==> config.mk <==
export PLATFORM = sky130hd
export DESIGN_NAME = uart_baud_gen
export DESIGN_NICKNAME = d
export VERILOG_FILES = /design/src/rtl/uart_baud_gen.sv
export SDC_FILE = /design/constraint.sdc
export NUM_CORES = 1
export LEC_CHECK = 0
export ABC_AREA = 1
export ABC_CLOCK_PERIOD_IN_PS = 8500
export CORE_MARGIN = 2
export CORE_UTILIZATION = 45
export DETAILED_ROUTE_END_ITERATION = 10
export GPL_TIMING_DRIVEN = 1
export HOLD_SLACK_MARGIN = 0.15
export MAX_ROUTING_LAYER = met4
export SYNTH_ARGS = -nofsm -noshare
export SYNTH_HDL_FRONTEND = slang
export SYNTH_SLANG_ARGS = --single-unit
==> constraint.sdc <==
create_clock -name uart_clk -period 8.5 [get_ports uart_clk]
set_input_delay 2.55 -clock uart_clk [delete_from_list [all_inputs] [get_ports uart_clk]]
set_output_delay 2.55 -clock uart_clk [all_outputs]
set_load 0.05 [all_outputs]
==> src/rtl/uart_baud_gen.sv <==
// Fractional baud-rate generator: x16 oversample strobe plus bit-rate strobe,
// with divisor updates deferred to the next bit boundary.
module uart_baud_gen #(
   parameter int DIV_INT_W      = 16,
   parameter int DIV_FRAC_W     = 4,
   parameter int OVERSAMPLE     = 16,
   parameter int RESET_DIV_INT  = 27,
   parameter int RESET_DIV_FRAC = 2
) (
   input  logic                          uart_clk,
   input  logic                          uart_rst,
   input  logic                          enable,
   input  logic [DIV_INT_W-1:0]          div_int,
   input  logic [DIV_FRAC_W-1:0]         div_frac,
   input  logic                          div_load,
   output logic                          div_pending,
   output logic                          baud_tick_x16,
   output logic                          baud_tick,
   output logic [$clog2(OVERSAMPLE)-1:0] tick_phase
);

   localparam int PW = $clog2(OVERSAMPLE);
   localparam logic [PW-1:0]         LAST     = PW'(OVERSAMPLE - 1);
   localparam logic [DIV_INT_W-1:0]  RST_INT  = DIV_INT_W'(RESET_DIV_INT);
   localparam logic [DIV_FRAC_W-1:0] RST_FRAC = DIV_FRAC_W'(RESET_DIV_FRAC);
   localparam logic [DIV_INT_W-1:0]  RST_CNT  =
      DIV_INT_W'(((RESET_DIV_INT == 0) ? 1 : RESET_DIV_INT) - 1);
   localparam logic [DIV_INT_W-1:0]  ONE      = DIV_INT_W'(1);

   logic [DIV_INT_W-1:0]  act_int, shadow_int, nxt_int;
   logic [DIV_FRAC_W-1:0] act_frac, shadow_frac, nxt_frac;
   logic [DIV_INT_W-1:0]  n_act, n_nxt, cnt, carry_ext;
   logic [DIV_FRAC_W-1:0] acc;
   logic [DIV_FRAC_W:0]   sum;
   logic [PW-1:0]         phase;
   logic                  at_bound, apply, change;

   // Load protocol: div_load is a one-cycle pulse with div_int/div_frac valid
   // in the same cycle; there is no back-pressure, the last load before an
   // apply point wins, and a load in the apply cycle itself bypasses the shadow.
   always_comb begin
      nxt_int   = div_load ? div_int  : (div_pending ? shadow_int  : act_int);
      nxt_frac  = div_load ? div_frac : (div_pending ? shadow_frac : act_frac);
      n_act     = (act_int == '0) ? ONE : act_int;
      n_nxt     = (nxt_int == '0) ? ONE : nxt_int;
      sum       = {1'b0, acc} + {1'b0, act_frac};
      carry_ext = {{(DIV_INT_W-1){1'b0}}, sum[DIV_FRAC_W]};
      at_bound  = (cnt == '0) && (phase == LAST);
      apply     = !enable || at_bound;
      change    = div_load || div_pending;
   end

   always_ff @(posedge uart_clk) begin
      if (uart_rst) begin
         act_int       <= RST_INT;
         act_frac      <= RST_FRAC;
         shadow_int    <= '0;
         shadow_frac   <= '0;
         div_pending   <= 1'b0;
         cnt           <= RST_CNT;
         acc           <= '0;
         phase         <= '0;
         baud_tick_x16 <= 1'b0;
         baud_tick     <= 1'b0;
      end else begin
         baud_tick_x16 <= 1'b0;
         baud_tick     <= 1'b0;
         if (div_load && !apply) begin
            shadow_int  <= div_int;
            shadow_frac <= div_frac;
            div_pending <= 1'b1;
         end
         if (!enable) begin
            act_int     <= nxt_int;
            act_frac    <= nxt_frac;
            div_pending <= 1'b0;
            cnt         <= n_nxt - ONE;
            acc         <= '0;
            phase       <= '0;
         end else if (cnt != '0) begin
            cnt <= cnt - ONE;
         end else begin
            baud_tick_x16 <= 1'b1;
            baud_tick     <= (phase == LAST);
            phase         <= phase + PW'(1);
            // Bit boundary with a new divisor: restart the bit cleanly on it.
            if (at_bound && change) begin
               act_int     <= nxt_int;
               act_frac    <= nxt_frac;
               div_pending <= 1'b0;
               cnt         <= n_nxt - ONE;
               acc         <= '0;
               phase       <= '0;
            end else begin
               acc <= sum[DIV_FRAC_W-1:0];
               cnt <= n_act - ONE + carry_ext;
            end
         end
      end
   end

   assign tick_phase = phase;

endmodule

# ---- Yosys cells after proc, flatten, opt, wreduce, memory -nomap -nowiden
# Index checks and enable logic that the tools add are counted.
dict set report totals {
  reg_bits 67
  inputBits 24
  output_inout_bits 7
  word_cells 55
}
dict set report classes {
  add_sub_neg 6
  n_eq_ne 3
  mux 21
  n_bitwise 1
  reduce_logical 14
}
# cell n
set op_table {}
lappend op_table {{2-to-1 mux 16 bit} 10}
lappend op_table {{logical NOT 16 bit} 3}
lappend op_table {{subtractor 16 x 1 -> 16 bit, second input constant} 3}
lappend op_table {{2-to-1 mux 4 bit} 7}
lappend op_table {{adder 16 x 1 -> 16 bit} 1}
lappend op_table {{nonzero test 16 bit} 1}
lappend op_table {{adder 4 x 4 -> 5 bit} 1}
lappend op_table {{adder 4 x 1 -> 4 bit, second input constant} 1}
lappend op_table {{== test 4 bit, second input constant} 1}
lappend op_table {{2-to-1 mux 1 bit} 4}
lappend op_table {{logical AND 1 bit} 3}
lappend op_table {{OR reduction 3 bit} 1}
lappend op_table {{logical NOT 1 bit} 2}
lappend op_table {{logical OR 1 bit} 2}
lappend op_table {{!= test 2 x 1 -> 1 bit, second input constant} 1}
lappend op_table {{!= test 2 bit, second input constant} 1}
lappend op_table {{AND reduction 2 bit} 1}
lappend op_table {{OR reduction 2 bit} 1}
lappend op_table {{NOT 1 bit} 1}

# ---- Depth between registers and ports, before layout
# Gate-level depths: netlist of the first run.
dict set report depth {
  word_depth 8
  mapped_depth 20
}

# ---- Worst setup path before layout of the first run
# No wires, ideal clock.
dict set report synth_path {
  path_kind {input to register}
  from {input div_load}
  to {register cnt[12]}
  setup_ps 119
  arrival_time_ps 4356
  t_required_ps 8381
  setup_slack_ps 4025
  stages 18
  cell_sequence {inv_2 buf_2 nand3_1 nand2_1 nand2_1 nor2_1 nand2_1 nor2_2 nor2_2 buf_6 ha_1 inv_1 nor3_4 nand3_2 nor2_2 nand4_1 nand3_1 nand2_1}
}
dict set report synth_via {
  elab_chain_cells 7
  elab_cells_between_ends 9
  classes_between {add/sub: 1; mux: 5; reduce/logical: 3}
}
# element line_no
set synth_lines {}
lappend synth_lines {{start: declaration} 15} ;# input logic div_load,
lappend synth_lines {{2-to-1 mux 16 bit} 42} ;# nxt_int = div_load ? div_int : (div_pending ? shadow_int : act_int);
lappend synth_lines {{logical NOT 16 bit} 45} ;# n_nxt = (nxt_int == '0) ? ONE : nxt_int;
lappend synth_lines {{2-to-1 mux 16 bit} 45}
lappend synth_lines {{subtractor 16 x 1 -> 16 bit} {77, 91}}
lappend synth_lines {{2-to-1 mux 16 bit} 87} ;# if (at_bound && change) begin
lappend synth_lines {{2-to-1 mux 16 bit} 80} ;# end else if (cnt != '0) begin
lappend synth_lines {{2-to-1 mux 16 bit (*)} 73} ;# if (!enable) begin
lappend synth_lines {{end signal: assignment} 77} ;# cnt <= n_nxt - ONE;
lappend synth_lines {{end signal: assignment} 81} ;# cnt <= cnt - ONE;
lappend synth_lines {{end signal: assignment} 91} ;# cnt <= n_nxt - ONE;
lappend synth_lines {{end: declaration} 32} ;# logic [DIV_INT_W-1:0] n_act, n_nxt, cnt, carry_ext;
# Every way passes the cells marked *; elsewhere a longest branch is shown, timed or not.
# A chain may end at the register's enable or synchronous reset.

# ---- Worst setup path in the final report of the first run
# Same ends and word-level chain as after synthesis.

==> results of run 1 <==
==> cells in the mapped netlist (3+ instances only) <==
cell                       number
sky130_fd_sc_hd__nand2_1      197
sky130_fd_sc_hd__dfxtp_1       67
sky130_fd_sc_hd__inv_1         59
sky130_fd_sc_hd__nor2_1        54
sky130_fd_sc_hd__nand3_1       43
sky130_fd_sc_hd__a21oi_1       39
sky130_fd_sc_hd__o21ai_0       25
sky130_fd_sc_hd__xor2_1        20
sky130_fd_sc_hd__o22ai_1       14
sky130_fd_sc_hd__nand4_1       13
sky130_fd_sc_hd__or2_2         11
sky130_fd_sc_hd__buf_2          9
sky130_fd_sc_hd__clkbuf_1       9
sky130_fd_sc_hd__ha_1           9
sky130_fd_sc_hd__nor3_1         9
sky130_fd_sc_hd__xnor2_1        7
sky130_fd_sc_hd__inv_2          4
sky130_fd_sc_hd__nor2_2         4
sky130_fd_sc_hd__nor4_1         4
sky130_fd_sc_hd__a31oi_1        3
sky130_fd_sc_hd__o21ai_1        3
sky130_fd_sc_hd__or2_1          3
==> cell families (layout without fill, tap and decap cells) <==
kind of cell             after synthesis  count (layout)  share of synthesized area (%)
buffers and inverters                 86             113                           8.75
flip-flops                            67              67                           32.9
XOR/XNOR                              27              27                           5.80
AO/OA/AOI/OAI                         91              91                           12.2
AND/OR/NAND/NOR                      348             348                           37.1
adder cells (fa/ha/maj)               10              10                           3.25
==> power breakdown <==
part	internal (W)	switching [W]
Combinational	0.0000471	0.0000777
Sequential	0.000331	0.0000171
Clock	0.000202	0.000124
==> layout make-up <==
type	instances	area share (%)
sequential	67	28.8
clock buffer	11	3.04
timing repair buffer	33	6.93
inverter	64	5.16
tap	108	2.90
clock inverter	5	2.15
multi-input combinational	476	51.0
==> state kept, by name (all words and copies together) (netlist names) <==
signal	flops
shadow_int	16
cnt	16
div_pending	1
acc	4
act_frac	4
baud_tick	1
baud_tick_x16	1
tick_phase	4
act_int	16
shadow_frac	4
==> worst register-to-register path: cells and delay by family (launching register included) <==
| kind | cells | cell delay [ns] |
|---|---|---|
| and+or+nand+nor | 9 | 1.45 |
| DFF | 1 | 0.78 |
| buffers and inverters | 3 | 0.64 |
| adders and majority gates | 1 | 0.24 |
| AOI/OAI and AO/OA | 1 | 0.17 |
==> worst paths after layout <==
kind                              start                          to  slack [ns]  depth (start not counted)
min reg2reg  shadow_int[3]$_SDFFE_PP0P_  shadow_int[3]$_SDFFE_PP0P_        0.47                          2
max reg2reg      div_pending$_SDFF_PP0_          cnt[12]$_SDFF_PP0_        5.12                         14
max                            div_load          cnt[12]$_SDFF_PP0_        3.06                         17
min          shadow_int[3]$_SDFFE_PP0P_  shadow_int[3]$_SDFFE_PP0P_        0.47                          2
==> metrics by stage <==
stage	hold WS, ns	cell area, sq um
final	0.468	4660
after global placement	0.454	4420
after global routing	0.481	4660
after floorplan	0.445	4080
after CTS	0.469	4660
after detailed placement	0.457	4420
==> layer usage <==
metal	GRT usage, %	vias up
met5	-	-
met4	6.32	0
met3	4.57	15
met2	34.2	109
met1	34.5	1796
li1	-	2086
==> results.md, run 1 <==
Logic synthesis:
- After technology mapping, the gate count stands at 629.
- Summing the sequential cell areas from Yosys gives 32.9% of the chip area.
- In this run the mean area of a mapped cell was 6.48 sq um.
- The top-area cell type share of the netlist area is 32.9%.
- In this run, distinct cell masters in the synthesized netlist total 38.
- Counting flops with an async set or reset pin after synthesis yields a share of 0%.
- The number of synthesized register bits is 67.
- The cell area after synthesis is 4080 sq um.
- Yosys mapped a number of flops with a built-in enable equal to 0.
- The biggest area contributor in the post-synthesis netlist is sky130_fd_sc_hd__dfxtp_1.
- The net count of the mapped netlist is 663.
- Ranked by total cell area, the synthesized netlist is headed by sky130_fd_sc_hd__dfxtp_1 33%, sky130_fd_sc_hd__nand2_1 18%, sky130_fd_sc_hd__inv_1 5.4%.
- During synthesis, Yosys emitted a total of 0 warnings.
- The most used flip-flop cell after synthesis is sky130_fd_sc_hd__dfxtp_1.

Layout:
- For this run, the post-layout net count is 685.
- The number of antenna diodes in the final layout is 0.
- The layout overhead on the synthesized area is 14.3%.
- The commonest non-fill, non-tap cell in the layout is sky130_fd_sc_hd__nand2_1.
- In the final layout, the share of cells above drive strength 1 is 6.71%.
- The count of cells in the finished layout, fillers not included, comes to 764.
- The number of inserted filler cells in the final layout is 924.
- The total area of sequential cells is 1340 sq um.
- Once layout is complete, the utilization of the core stands at 53.2%.
- In the final layout, the multi-input gates occupy 2380 sq um.
- In the layout the commonest cells are 197 x sky130_fd_sc_hd__nand2_1, 67 x sky130_fd_sc_hd__dfxtp_1, 59 x sky130_fd_sc_hd__inv_1.

Routing:
- In the final routed layout, each cell accounts on average for 14.1 microns.
- For this block, wires on met1 add up to 5450 microns.
- The first TritonRoute pass finished after 5 iterations.
- After detailed routing, no signal wire sits above met4.
- Once detail routing completed, the nets flagged for antenna violations numbered 0.
- The detailed router placed 4,006 vias in this run.
- The wire length on met3 is 552 microns.
- The detailed router finished its first iteration with 240 violations.
- The amount of wire on met2 after detailed routing is 4650 microns.
- For this run, design rule violations remaining after detail routing come to 0.
- Summed over all layers, the routed wires come to 10,800 microns.
- In the routed layout, each cell is associated on average with a via count of 5.24.

Flow run:
- Max-cap violations in this run came to 0.

STA:
- The clock period minus final worst setup slack is 5.44 ns.
- Setup violations remaining at the end of the flow were counted as 0.
- The slew at the pin closest to its max-slew limit is 0.967 ns.
- The worst pin sits at a relative slew slack of 35.3%.
- The max-slew violation count is 0.
- The count of endpoints failing hold in the final timing report is 0.
- Setup slack on the critical path of the routed design comes to 3.06 ns.
- The final critical path takes up 64.0% of the cycle.
- Timing would allow up to 0.184 GHz.
- Summed over all failing endpoints, the final setup total negative slack is 0 ns.
- Setup repair after global routing left no endpoint under its margin.
- The setup skew after layout is 0.0103 ns.

Clock network:
- The maximum buffer depth of the clock tree is 2.
- The number of H-tree branching levels is 3.
- The clock root buffer is sky130_fd_sc_hd__clkbuf_8.
- The clock reaches the later pin of the worst-skew pair after 0.35 ns.
- TritonCTS built the clock tree.
- The clock transition time at the flip-flop clock pins of the worst setup and hold paths is 0.07 ns.
- The cts-stage hold buffer count is 0.
- The tree built by TritonCTS fans out to 67 sinks.
- Clock tree synthesis inserted a total of 9 buffers.
- Once the clock tree was built, the setup fixing pass inserted 0 buffers.
- After clock tree synthesis, the repair step resized 0 gates.

Setup path:
- Traced cell by cell, the critical path runs through clkdlybuf4s50_1, inv_2, or2_2, nand2_1, nand2_1, nor2_1, nand2_1, nor2_2, nor2_2, ha_1, inv_1, nor3_4, nand3_2, nor2_2, nand4_1, nand3_1, nand2_1.
- In this run the worst path has a maximum fanout of 36.
- The required time of the critical path is 8.74 ns.
- By instance count, the cell type seen most on the critical path is sky130_fd_sc_hd__nand2_1.
- The critical path is of the in -> reg type.
- Among all stages on the critical path, the largest delay is contributed by sky130_fd_sc_hd__clkdlybuf4s50_1.
- The kind of capture point of the worst setup path is a flip-flop.
- The kind of start point of the critical path is a primary input.
- The number of buffers and inverters on the critical path is 3.
- Grouping stages by cell kind, the critical path spends the most delay in simple AND/OR/NAND/NOR gates.
- Data on the critical path arrives at its endpoint at 5.68 ns.
- The delay of the slowest critical-path stage is 0.52 ns.

Placement:
- Detailed placement finished with a half-perimeter wire length of 8280 microns.
- Prior to clock tree synthesis, the placed netlist has a worst setup slack of 2.73 ns.
- The final weighted congestion of routability-driven global placement is 0.920.
- The total placed cells including tap cells is 748.
- In this run the tool buffered the top-level ports with 30 buffer cells.

Worst hold path:
- The worst min-delay path class is reg -> reg.

Floorplanning:
- In this run the standard cell core region covers 8760 sq um.
- During I/O placement, the number of pins put on the boundary was 31.
- The initial standard-cell utilization of the core is 46.5%.
- The die covers 9830 sq um.
- The horizontal die dimension is 99.2 microns.
- Measured along the y axis, the die boundary spans 99.2 microns.
- The floorplan has 34 rows.

Pwr:
- The worst ir drop on vdd is 0.0997 mV.
- For this design the static power due to leakage is 2.01 nW.
- The overall power is 0.000799 W.
- In this run the power density over the cells is 172 nW/um^2.

Global route:
- The total overflow left after global routing is 0.
- The first global-routing pass estimated 18,200 microns of wire.
- Entering global routing, the biggest net connects 37 pins.
- The initial antenna violation count came to 0.
- Global routing used 23.9% of the available tracks.
- The number of global-route vias before repair is 3,590.

Outcome:
- The flow ran to the end, and the final reports show no timing, DRC or antenna violations.
No activity file was read; power rests on OpenSTA's default activity.
==> run 2: changes to the inputs <==
--- a/config.mk
+++ b/config.mk
@@ -6,7 +6,7 @@
 export NUM_CORES = 1
 export LEC_CHECK = 0
 export ABC_AREA = 1
-export ABC_CLOCK_PERIOD_IN_PS = 8500
+export ABC_CLOCK_PERIOD_IN_PS = 5590
 export CORE_MARGIN = 2
 export CORE_UTILIZATION = 45
 export DETAILED_ROUTE_END_ITERATION = 10
==> constraint.sdc (replaced) <==
create_clock -name uart_clk -period 5.59 [get_ports uart_clk]
set_input_delay 1.677 -clock uart_clk [delete_from_list [all_inputs] [get_ports uart_clk]]
set_output_delay 1.677 -clock uart_clk [all_outputs]
set_load 0.05 [all_outputs]
==> run 2 against run 1 <==
Net effect: first-iteration DRC count grew 34%; register-to-register slack lost 3.0 ns; routed wire length grew 2.3%.
==> results.md, run 2 (same netlist as run 1, synthesis figures left out) <==
Setup path:
- The path type of the worst setup path is in -> reg (unchanged).
- The data arrival time of the critical path is 4.83 ns (was 5.68 ns).
- The required time of the critical path is 5.83 ns (was 8.74 ns).
- The slack of the worst reg-to-reg path came to 2.16 ns (was 5.12 ns).
- The kind of start point of the critical path is a primary input (unchanged).
- The kind of capture point of the worst setup path is a flip-flop (unchanged).
- The launch point of the worst reg-to-reg path is div_pending$_SDFF_PP0_ (unchanged).
- The cell count of the worst reg-to-reg path is 14 (unchanged).
- The capture instance of the worst register-to-register path is cnt[12]$_SDFF_PP0_ (unchanged).
- The maximum fanout count along the critical path is 36 (unchanged).

Outcome:
- Result of the run: finished clean (unchanged).

Floorplanning:
- The horizontal die dimension was 99.2 microns (unchanged).
- The area enclosed by the die boundary was 9830 sq um (unchanged).
- The number of rows in the core area was 34 (unchanged).
- The core footprint is 8760 sq um (unchanged).
- The vertical die dimension is 99.2 microns (unchanged).
- The initial standard-cell utilization of the core was 46.5% (unchanged).
- The number of placed I/O pins came to 31 (unchanged).

STA:
- Unrepaired setup endpoints after global routing: no (unchanged).
- The clock period minus final worst setup slack is 4.58 ns.
- The count of final setup violators is 0 (unchanged).
- The worst-case headroom to the max-slew limit is 45.5% (was 35.3%).
- The worst hold slack after final layout is 0.466 ns (was 0.468 ns).
- The setup skew after layout is 0.00903 ns (was 0.0103 ns).
- The final critical path takes up 82.0% of the cycle.
- The accumulated negative setup slack was 0 ns (unchanged).
- Static timing analysis puts the maximum clock frequency at 0.218 GHz.
- The slew at the pin closest to its max-slew limit is 0.815 ns (was 0.967 ns).
- The max-slew violation count is 0 (unchanged).
- The count of endpoints failing hold in the final timing report is 0 (unchanged).

Layout:
- The commonest non-fill, non-tap cell in the layout is sky130_fd_sc_hd__nand2_1 (unchanged).
- Largest registers: act_int x16, cnt x16, shadow_int x16 (unchanged).
- The antenna cell count was 0 (unchanged).
- The final layout net count is 686 (was 685).
- Commonest cells after routing, fill and taps aside: 197 x sky130_fd_sc_hd__nand2_1, 67 x sky130_fd_sc_hd__dfxtp_1, 59 x sky130_fd_sc_hd__inv_1 (unchanged).
- The layout overhead on the synthesized area was 13.1% (was 14.3%).
- The final cell count without fillers is 765 (was 764).
- The share of final-layout standard cells stronger than drive strength 1 was 6.70% (was 6.71%).
- The core utilization of the finished layout is 52.6% (was 53.2%).

Clock network:
- The clock root buffer is sky130_fd_sc_hd__clkbuf_8 (unchanged).
- The insertion delay to the later sink of the worst-skew pair is 0.35 ns (about the same).
- The clock tree from TritonCTS is yes (unchanged).
- The cts-stage hold buffer count is 0 (unchanged).
- The number of H-tree branching levels came to 3 (unchanged).
- The clock buffer count from CTS is 9 (unchanged).
- The total of cells resized after clock tree synthesis came to 0 (unchanged).
- The clock transition time at the flip-flop clock pins of the worst setup and hold paths is 0.07 ns (about the same).
- The maximum buffer depth of the clock tree is 2 (unchanged).
- The clock sink count is 67 (unchanged).
- The post-CTS repair timing setup buffer count is 0 (unchanged).

Routing:
- The total via count after detailed routing was 4,008 (was 4,006).
- The detailed router's first-iteration violation count is 321 (was 240).
- The routed length on met1 is 5630 microns (was 5450 microns).
- The amount of wire on met2 after detailed routing is 4800 microns (was 4650 microns).
- The top layer used by detailed routing was met4 (unchanged).
- The routed length per instance is 14.4 microns (was 14.1 microns).
- The remaining number of nets flagged by the antenna check after routing is 0 (unchanged).
- The total routed wirelength is 11,100 microns (was 10,800 microns).
- The number of remaining DRC errors is 0 (unchanged).
- The count of TritonRoute iterations in the first routing pass was 5 (unchanged).
- The wire length on met3 is 448 microns (was 552 microns).
- The detail-routed via count per cell came to 5.24 (about the same).

Global route:
- The overflow left after global routing is 0 (unchanged).
- The wire length of the first global-routing pass is 18,200 microns (about the same).
- The number of global-route vias before repair is 3,610 (was 3,590).
- The initial antenna violation count was 0 (unchanged).
- The largest net degree at the start of global routing is 37 (unchanged).
- The overall global routing resource usage was 23.8% (was 23.9%).

Worst hold path:
- The worst min-delay path class was reg -> reg (unchanged).
- The number of stages on the worst hold path is 2 (unchanged).
- The worst hold path startpoint is shadow_int[4]$_SDFFE_PP0P_ (was shadow_int[3]$_SDFFE_PP0P_).
- The end of the worst hold path was shadow_int[4]$_SDFFE_PP0P_ (was shadow_int[3]$_SDFFE_PP0P_).

Placement:
- The final weighted congestion of routability-driven global placement is 0.900 (was 0.920).
- The half-perimeter wire length after detailed placement is 8470 microns (was 8280 microns).
- The count of port buffers added during placement is 30 (unchanged).
- The total placed cells including tap cells is 749 (was 748).

Pwr:
- The power density of the placed cells was 243 nW/um^2 (was 172 nW/um^2).
- The overall power is 0.00112 W (was 0.000799 W).
- The cell leakage power is 1.99 nW (was 2.01 nW).
- The worst ir drop on vdd is 0.104 mV (was 0.0997 mV).

Flow run:
- The number of max-capacitance violations reported is 0 (unchanged).
run 2: cell count changes in the layout (fill, tap and decap cells not counted):
cell,change
sky130_fd_sc_hd__clkbuf_1,+1
sky130_fd_sc_hd__clkbuf_8,-1
sky130_fd_sc_hd__bufinv_16,-2
sky130_fd_sc_hd__clkinv_4,+1
sky130_fd_sc_hd__clkinv_2,+1
sky130_fd_sc_hd__buf_4,+1
run 2: per-stage QoR:
| stage | setup WS, ns | area (sq um) |
|---|---|---|
| finish | 1.01 | 4610 |
| global route | 0.731 | 4610 |
| CTS | 1.03 | 4610 |
| detailed placement | 0.661 | 4420 |
| global placement | 0.800 | 4420 |
| floorplan | 1.99 | 4080 |
run 2: worst max-delay path, stage by stage:
cell and delay, ns:
sky130_fd_sc_hd__clkdlybuf4s50_1 0.52, sky130_fd_sc_hd__inv_2 0.42, sky130_fd_sc_hd__or2_2 0.20, sky130_fd_sc_hd__nand2_1 0.15, sky130_fd_sc_hd__nand2_1 0.14, sky130_fd_sc_hd__nor2_1 0.07, sky130_fd_sc_hd__nand2_1 0.08, sky130_fd_sc_hd__nor2_2 0.04
sky130_fd_sc_hd__nor2_2 0.40, sky130_fd_sc_hd__ha_1 0.25, sky130_fd_sc_hd__inv_1 0.09, sky130_fd_sc_hd__nor3_4 0.28, sky130_fd_sc_hd__nand3_2 0.13, sky130_fd_sc_hd__nor2_2 0.15, sky130_fd_sc_hd__nand4_1 0.09, sky130_fd_sc_hd__nand3_1 0.08
sky130_fd_sc_hd__nand2_1 0.05
run 2: power breakdown:
group / switching (W) / internal, W
Clock: 0.000192 / 0.000205
Combinational: 0.000119 / 0.0000722
Sequential: 0.0000265 / 0.000503
Total: 0.000338 / 0.000780
run 2: worst max-delay path by stage:
stage          startpoint            endpoint  slack (ns)  depth (start not counted)
4_1_cts          div_load  cnt[12]$_SDFF_PP0_        1.03                         17
6_report         div_load  cnt[12]$_SDFF_PP0_        1.01                         17
3_3_place_gp     div_load  cnt[12]$_SDFF_PP0_        0.80                         17
3_5_place_dp     div_load  cnt[12]$_SDFF_PP0_        0.66                         17
5_1_grt          div_load  cnt[12]$_SDFF_PP0_        0.73                         17
2_1_floorplan    div_load  cnt[12]$_SDFF_PP0_        1.99                         18
run 2: per-layer routing:
layer  vias to the layer above  GRT usage (%)
li1                       2091              -
met1                      1789           34.0
met2                       110           35.2
met3                        18           2.95
met4                         0           7.48
met5                         -              -
run 2: cell type report:
class,count,area [sq um]
well taps,108,135
inverters,64,240
fillers,948,4150
flip-flops and latches,67,1340
multi-input cells,476,2380
clock buffers,11,131
repair buffers,34,330
clock inverters,5,53.8
==> run 3: changes to the inputs <==
--- a/config.mk
+++ b/config.mk
@@ -6,7 +6,7 @@
 export NUM_CORES = 1
 export LEC_CHECK = 0
 export ABC_AREA = 1
-export ABC_CLOCK_PERIOD_IN_PS = 5590
+export ABC_CLOCK_PERIOD_IN_PS = 4500
 export CORE_MARGIN = 2
 export CORE_UTILIZATION = 45
 export DETAILED_ROUTE_END_ITERATION = 10
==> constraint.sdc (replaced) <==
create_clock -name uart_clk -period 4.5 [get_ports uart_clk]
set_input_delay 1.35 -clock uart_clk [delete_from_list [all_inputs] [get_ports uart_clk]]
set_output_delay 1.35 -clock uart_clk [all_outputs]
set_load 0.05 [all_outputs]
==> run 3 against run 2 <==
Net effect: register-to-register slack worse by 0.83 ns; clock-buffer cell count down 1; clock power rose by 42%; flip-flop and latch count stayed put; setup slack worse by 0.23 ns; critical endpoint unchanged; via count increased by 0.27%; die area did not move; hold slack better by 0.0019 ns; routed wire length increased by 1.9%; first-iteration DRC count is 23% lower; clock skew barely moved; critical path type unchanged; sequential power increased by 24%.
==> results.md, run 3 (same netlist as run 1, synthesis figures left out) <==
Outcome:
- Result of the run: finished clean (unchanged).

Placement:
- The placed cell area is 4460 sq um (was 4420 sq um).
- The half-perimeter wire length after detailed placement was 8530 microns (was 8470 microns).
- The final weighted congestion of routability-driven global placement came to 0.892 (was 0.900).
- The count of port buffers added during placement was 30 (unchanged).
- The total placed cells including tap cells came to 754 (was 749).

STA:
- The accumulated negative setup slack came to 0 ns (unchanged).
- The max-slew violation count is 0 (unchanged).
- Unrepaired setup endpoints after global routing: no (unchanged).
- The highest attainable clock frequency is 0.269 GHz.
- The final cycle utilization of the critical path is 82.7%.
- For the finished layout, the period the worst path requires is 3.72 ns.
- The worst hold slack after final layout is 0.468 ns (was 0.466 ns).
- The slew at the pin closest to its max-slew limit came to 0.711 ns (was 0.815 ns).
- The setup skew after layout is 0.00906 ns (was 0.00903 ns).
- The count of final setup violators is 0 (unchanged).
- The count of endpoints failing hold in the final timing report was 0 (unchanged).
- The worst-case headroom to the max-slew limit came to 52.0% (was 45.5%).

Flow run:
- The number of max-capacitance violations reported is 0 (unchanged).

Setup path:
- The delay of the slowest critical-path stage is 0.43 ns (was 0.52 ns).
- The most frequent cell on the critical path is sky130_fd_sc_hd__nand2_1 (unchanged).
- The cell count of the worst reg-to-reg path is 15 (was 14).
- The kind of capture point of the worst setup path is a flip-flop (unchanged).
- The maximum fanout count along the critical path is 36 (unchanged).
- The data arrival time of the critical path came to 3.96 ns (was 4.83 ns).
- The path type of the worst setup path is in -> reg (unchanged).
- The required time of the critical path is 4.74 ns (was 5.83 ns).
- The number of buffer and inverter instances along the worst setup path is 3 (unchanged).
- Ordered list of cells on the worst path: clkdlybuf4s50_1, inv_2, or2_2, nand2_1, nand2_1, nor2_1, nand2_1, nor2_2, nor2_2, ha_1, inv_1, nor3_4, nand3_2, nor2_2, nand4_1, nand3_1, nand2_1 (unchanged).
- The kind of start point of the critical path is a primary input (unchanged).
- The cell with the largest stage delay on the worst path was sky130_fd_sc_hd__clkdlybuf4s50_1 (unchanged).
- The cell count along the critical path is 17 (unchanged).
- The family with the most delay on the worst path is simple AND/OR/NAND/NOR gates (unchanged).

Routing:
- The routed length on met1 is 5670 microns (was 5630 microns).
- The total routed wirelength is 11,300 microns (was 11,100 microns).
- The count of TritonRoute iterations in the first routing pass came to 5 (unchanged).
- The routed length per instance is 14.6 microns (was 14.4 microns).
- The total via count after detailed routing is 4,019 (was 4,008).
- The number of remaining DRC errors came to 0 (unchanged).
- The detail-routed via count per cell is 5.23 (was 5.24).
- The detailed router's first-iteration violation count is 248 (was 321).
- The wire length on met3 was 534 microns (was 448 microns).
- The top layer used by detailed routing is met4 (unchanged).
- The amount of wire on met2 after detailed routing was 4780 microns (was 4800 microns).
- The remaining number of nets flagged by the antenna check after routing was 0 (unchanged).

Clock network:
- The insertion delay to the later sink of the worst-skew pair is 0.35 ns (about the same).
- The total of cells resized after clock tree synthesis is 0 (unchanged).
- The maximum buffer depth of the clock tree is 2 (unchanged).
- The cts-stage hold buffer count came to 0 (unchanged).
- The clock buffer count from CTS is 9 (unchanged).
- The post-CTS repair timing setup buffer count came to 0 (unchanged).
- The clock sink count came to 67 (unchanged).
- The clock root buffer is sky130_fd_sc_hd__clkbuf_8 (unchanged).
- The clock tree from TritonCTS is yes (unchanged).
- The clock transition time at the flip-flop clock pins of the worst setup and hold paths is 0.07 ns (about the same).
- The number of H-tree branching levels is 3 (unchanged).

Layout:
- The number of inserted filler cells in the final layout is 901 (was 948).
- The layout overhead on the synthesized area was 14.8% (was 13.1%).
- Commonest cells after routing, fill and taps aside: 197 x sky130_fd_sc_hd__nand2_1, 67 x sky130_fd_sc_hd__dfxtp_1, 59 x sky130_fd_sc_hd__inv_1 (unchanged).
- The final cell count without fillers is 769 (was 765).
- The final layout net count came to 691 (was 686).
- The cell area after layout is 4680 sq um (was 4610 sq um).
- The share of final-layout standard cells stronger than drive strength 1 is 7.56% (was 6.70%).
- The commonest non-fill, non-tap cell in the layout is sky130_fd_sc_hd__nand2_1 (unchanged).
- The antenna cell count is 0 (unchanged).
- The combined area of the multi-input logic cells came to 2380 sq um (unchanged).
- The total area of sequential cells is 1340 sq um (unchanged).
- Largest registers: act_int x16, cnt x16, shadow_int x16 (unchanged).

Floorplanning:
- The core footprint came to 8760 sq um (unchanged).
- The area enclosed by the die boundary is 9830 sq um (unchanged).
- The horizontal die dimension was 99.2 microns (unchanged).
- The number of rows in the core area is 34 (unchanged).
- The initial standard-cell utilization of the core was 46.5% (unchanged).
- The vertical die dimension is 99.2 microns (unchanged).
- The number of placed I/O pins is 31 (unchanged).

Pwr:
- The power density of the placed cells is 313 nW/um^2 (was 243 nW/um^2).
- The net switching power came to 0.000423 W (was 0.000338 W).
- The worst ir drop on vdd is 0.172 mV (was 0.104 mV).
- The combinational share of power is 16.7% (was 17.1%).
- The cell leakage power came to 2.02 nW (was 1.99 nW).
- The part of the total power dissipated in the clock network is 38.4% (was 35.5%).
- The design internal power is 0.00104 W (was 0.000780 W).
- The net switching share of the total power is 28.9% (was 30.2%).
- The fraction of power consumed by sequential logic is 44.9% (was 47.3%).

Global route:
- The wire length of the first global-routing pass is 19,000 microns (was 18,200 microns).
- The overall global routing resource usage is 24.8% (was 23.8%).
- The overflow left after global routing is 0 (unchanged).
- The number of global-route vias before repair came to 3,835 (was 3,610).
- The initial antenna violation count was 0 (unchanged).
- The largest net degree at the start of global routing is 37 (unchanged).

Worst hold path:
- The worst min-delay path class is reg -> reg (unchanged).
- The number of stages on the worst hold path is 2 (unchanged).
run 3: changes by cell type in the layout (fill, tap and decap cells not counted):
cell                         delta
sky130_fd_sc_hd__buf_4          +5
sky130_fd_sc_hd__clkinv_4       -1
sky130_fd_sc_hd__bufinv_16      +1
sky130_fd_sc_hd__clkinvlp_4     +1
sky130_fd_sc_hd__clkbuf_8       +1
sky130_fd_sc_hd__clkbuf_1       -2
sky130_fd_sc_hd__clkinv_2       -1
run 3: final cells by class:
type | instances | share of cell area (%)
multi-input cells | 476 | 50.8
flip-flops and latches | 67 | 28.7
repair buffers | 39 | 7.87
inverters | 64 | 5.14
clock buffers | 10 | 2.94
well taps | 108 | 2.89
clock inverters | 5 | 1.66
run 3: routing by layer:
metal  up-vias  global-route usage [%]
met3        22                    3.51
li1       2096                       -
met5         -                       -
met4         0                    9.48
met2       111                    36.3
met1      1790                    34.7
run 3: worst register-to-register path: cells and delay by family, from the launching register on:
kind	cells	cell delay, ns
simple gates	10	1.15
flops	1	0.78
buf+inv	2	0.62
compound gates	1	0.18
fa+ha+maj	1	0.17
xor+xnor	1	0.15
run 3: per-stage QoR:
stage	power [W]	setup slack, ns	util [%]
2_1_floorplan	0.000831	1.22	-
3_3_place_gp	0.000911	0.470	50.9
3_5_place_dp	0.000911	0.410	50.9
4_1_cts	0.00147	0.774	53.4
5_1_grt	0.00154	0.452	53.4
6_report	0.00146	0.779	53.4
run 3: power by group through the flow:
stage	logic (W)	clock network [W]	registers (W)
after detailed placement	0.000242	0	0.000669
after global placement	0.000242	0	0.000669
after floorplan	0.000172	0	0.000659
after global routing	0.000279	0.000596	0.000661
final	0.000244	0.000562	0.000657
after CTS	0.000243	0.000573	0.000656
run 3: worst paths after layout:
check                              startpoint                           to  slack (ns)
setup / recovery                     div_load           cnt[12]$_SDFF_PP0_        0.78
hold / removal    shadow_int[14]$_SDFFE_PP0P_  shadow_int[14]$_SDFFE_PP0P_        0.47
setup reg to reg       div_pending$_SDFF_PP0_            cnt[4]$_SDFF_PP1_        1.33
hold reg to reg   shadow_int[14]$_SDFFE_PP0P_  shadow_int[14]$_SDFFE_PP0P_        0.47
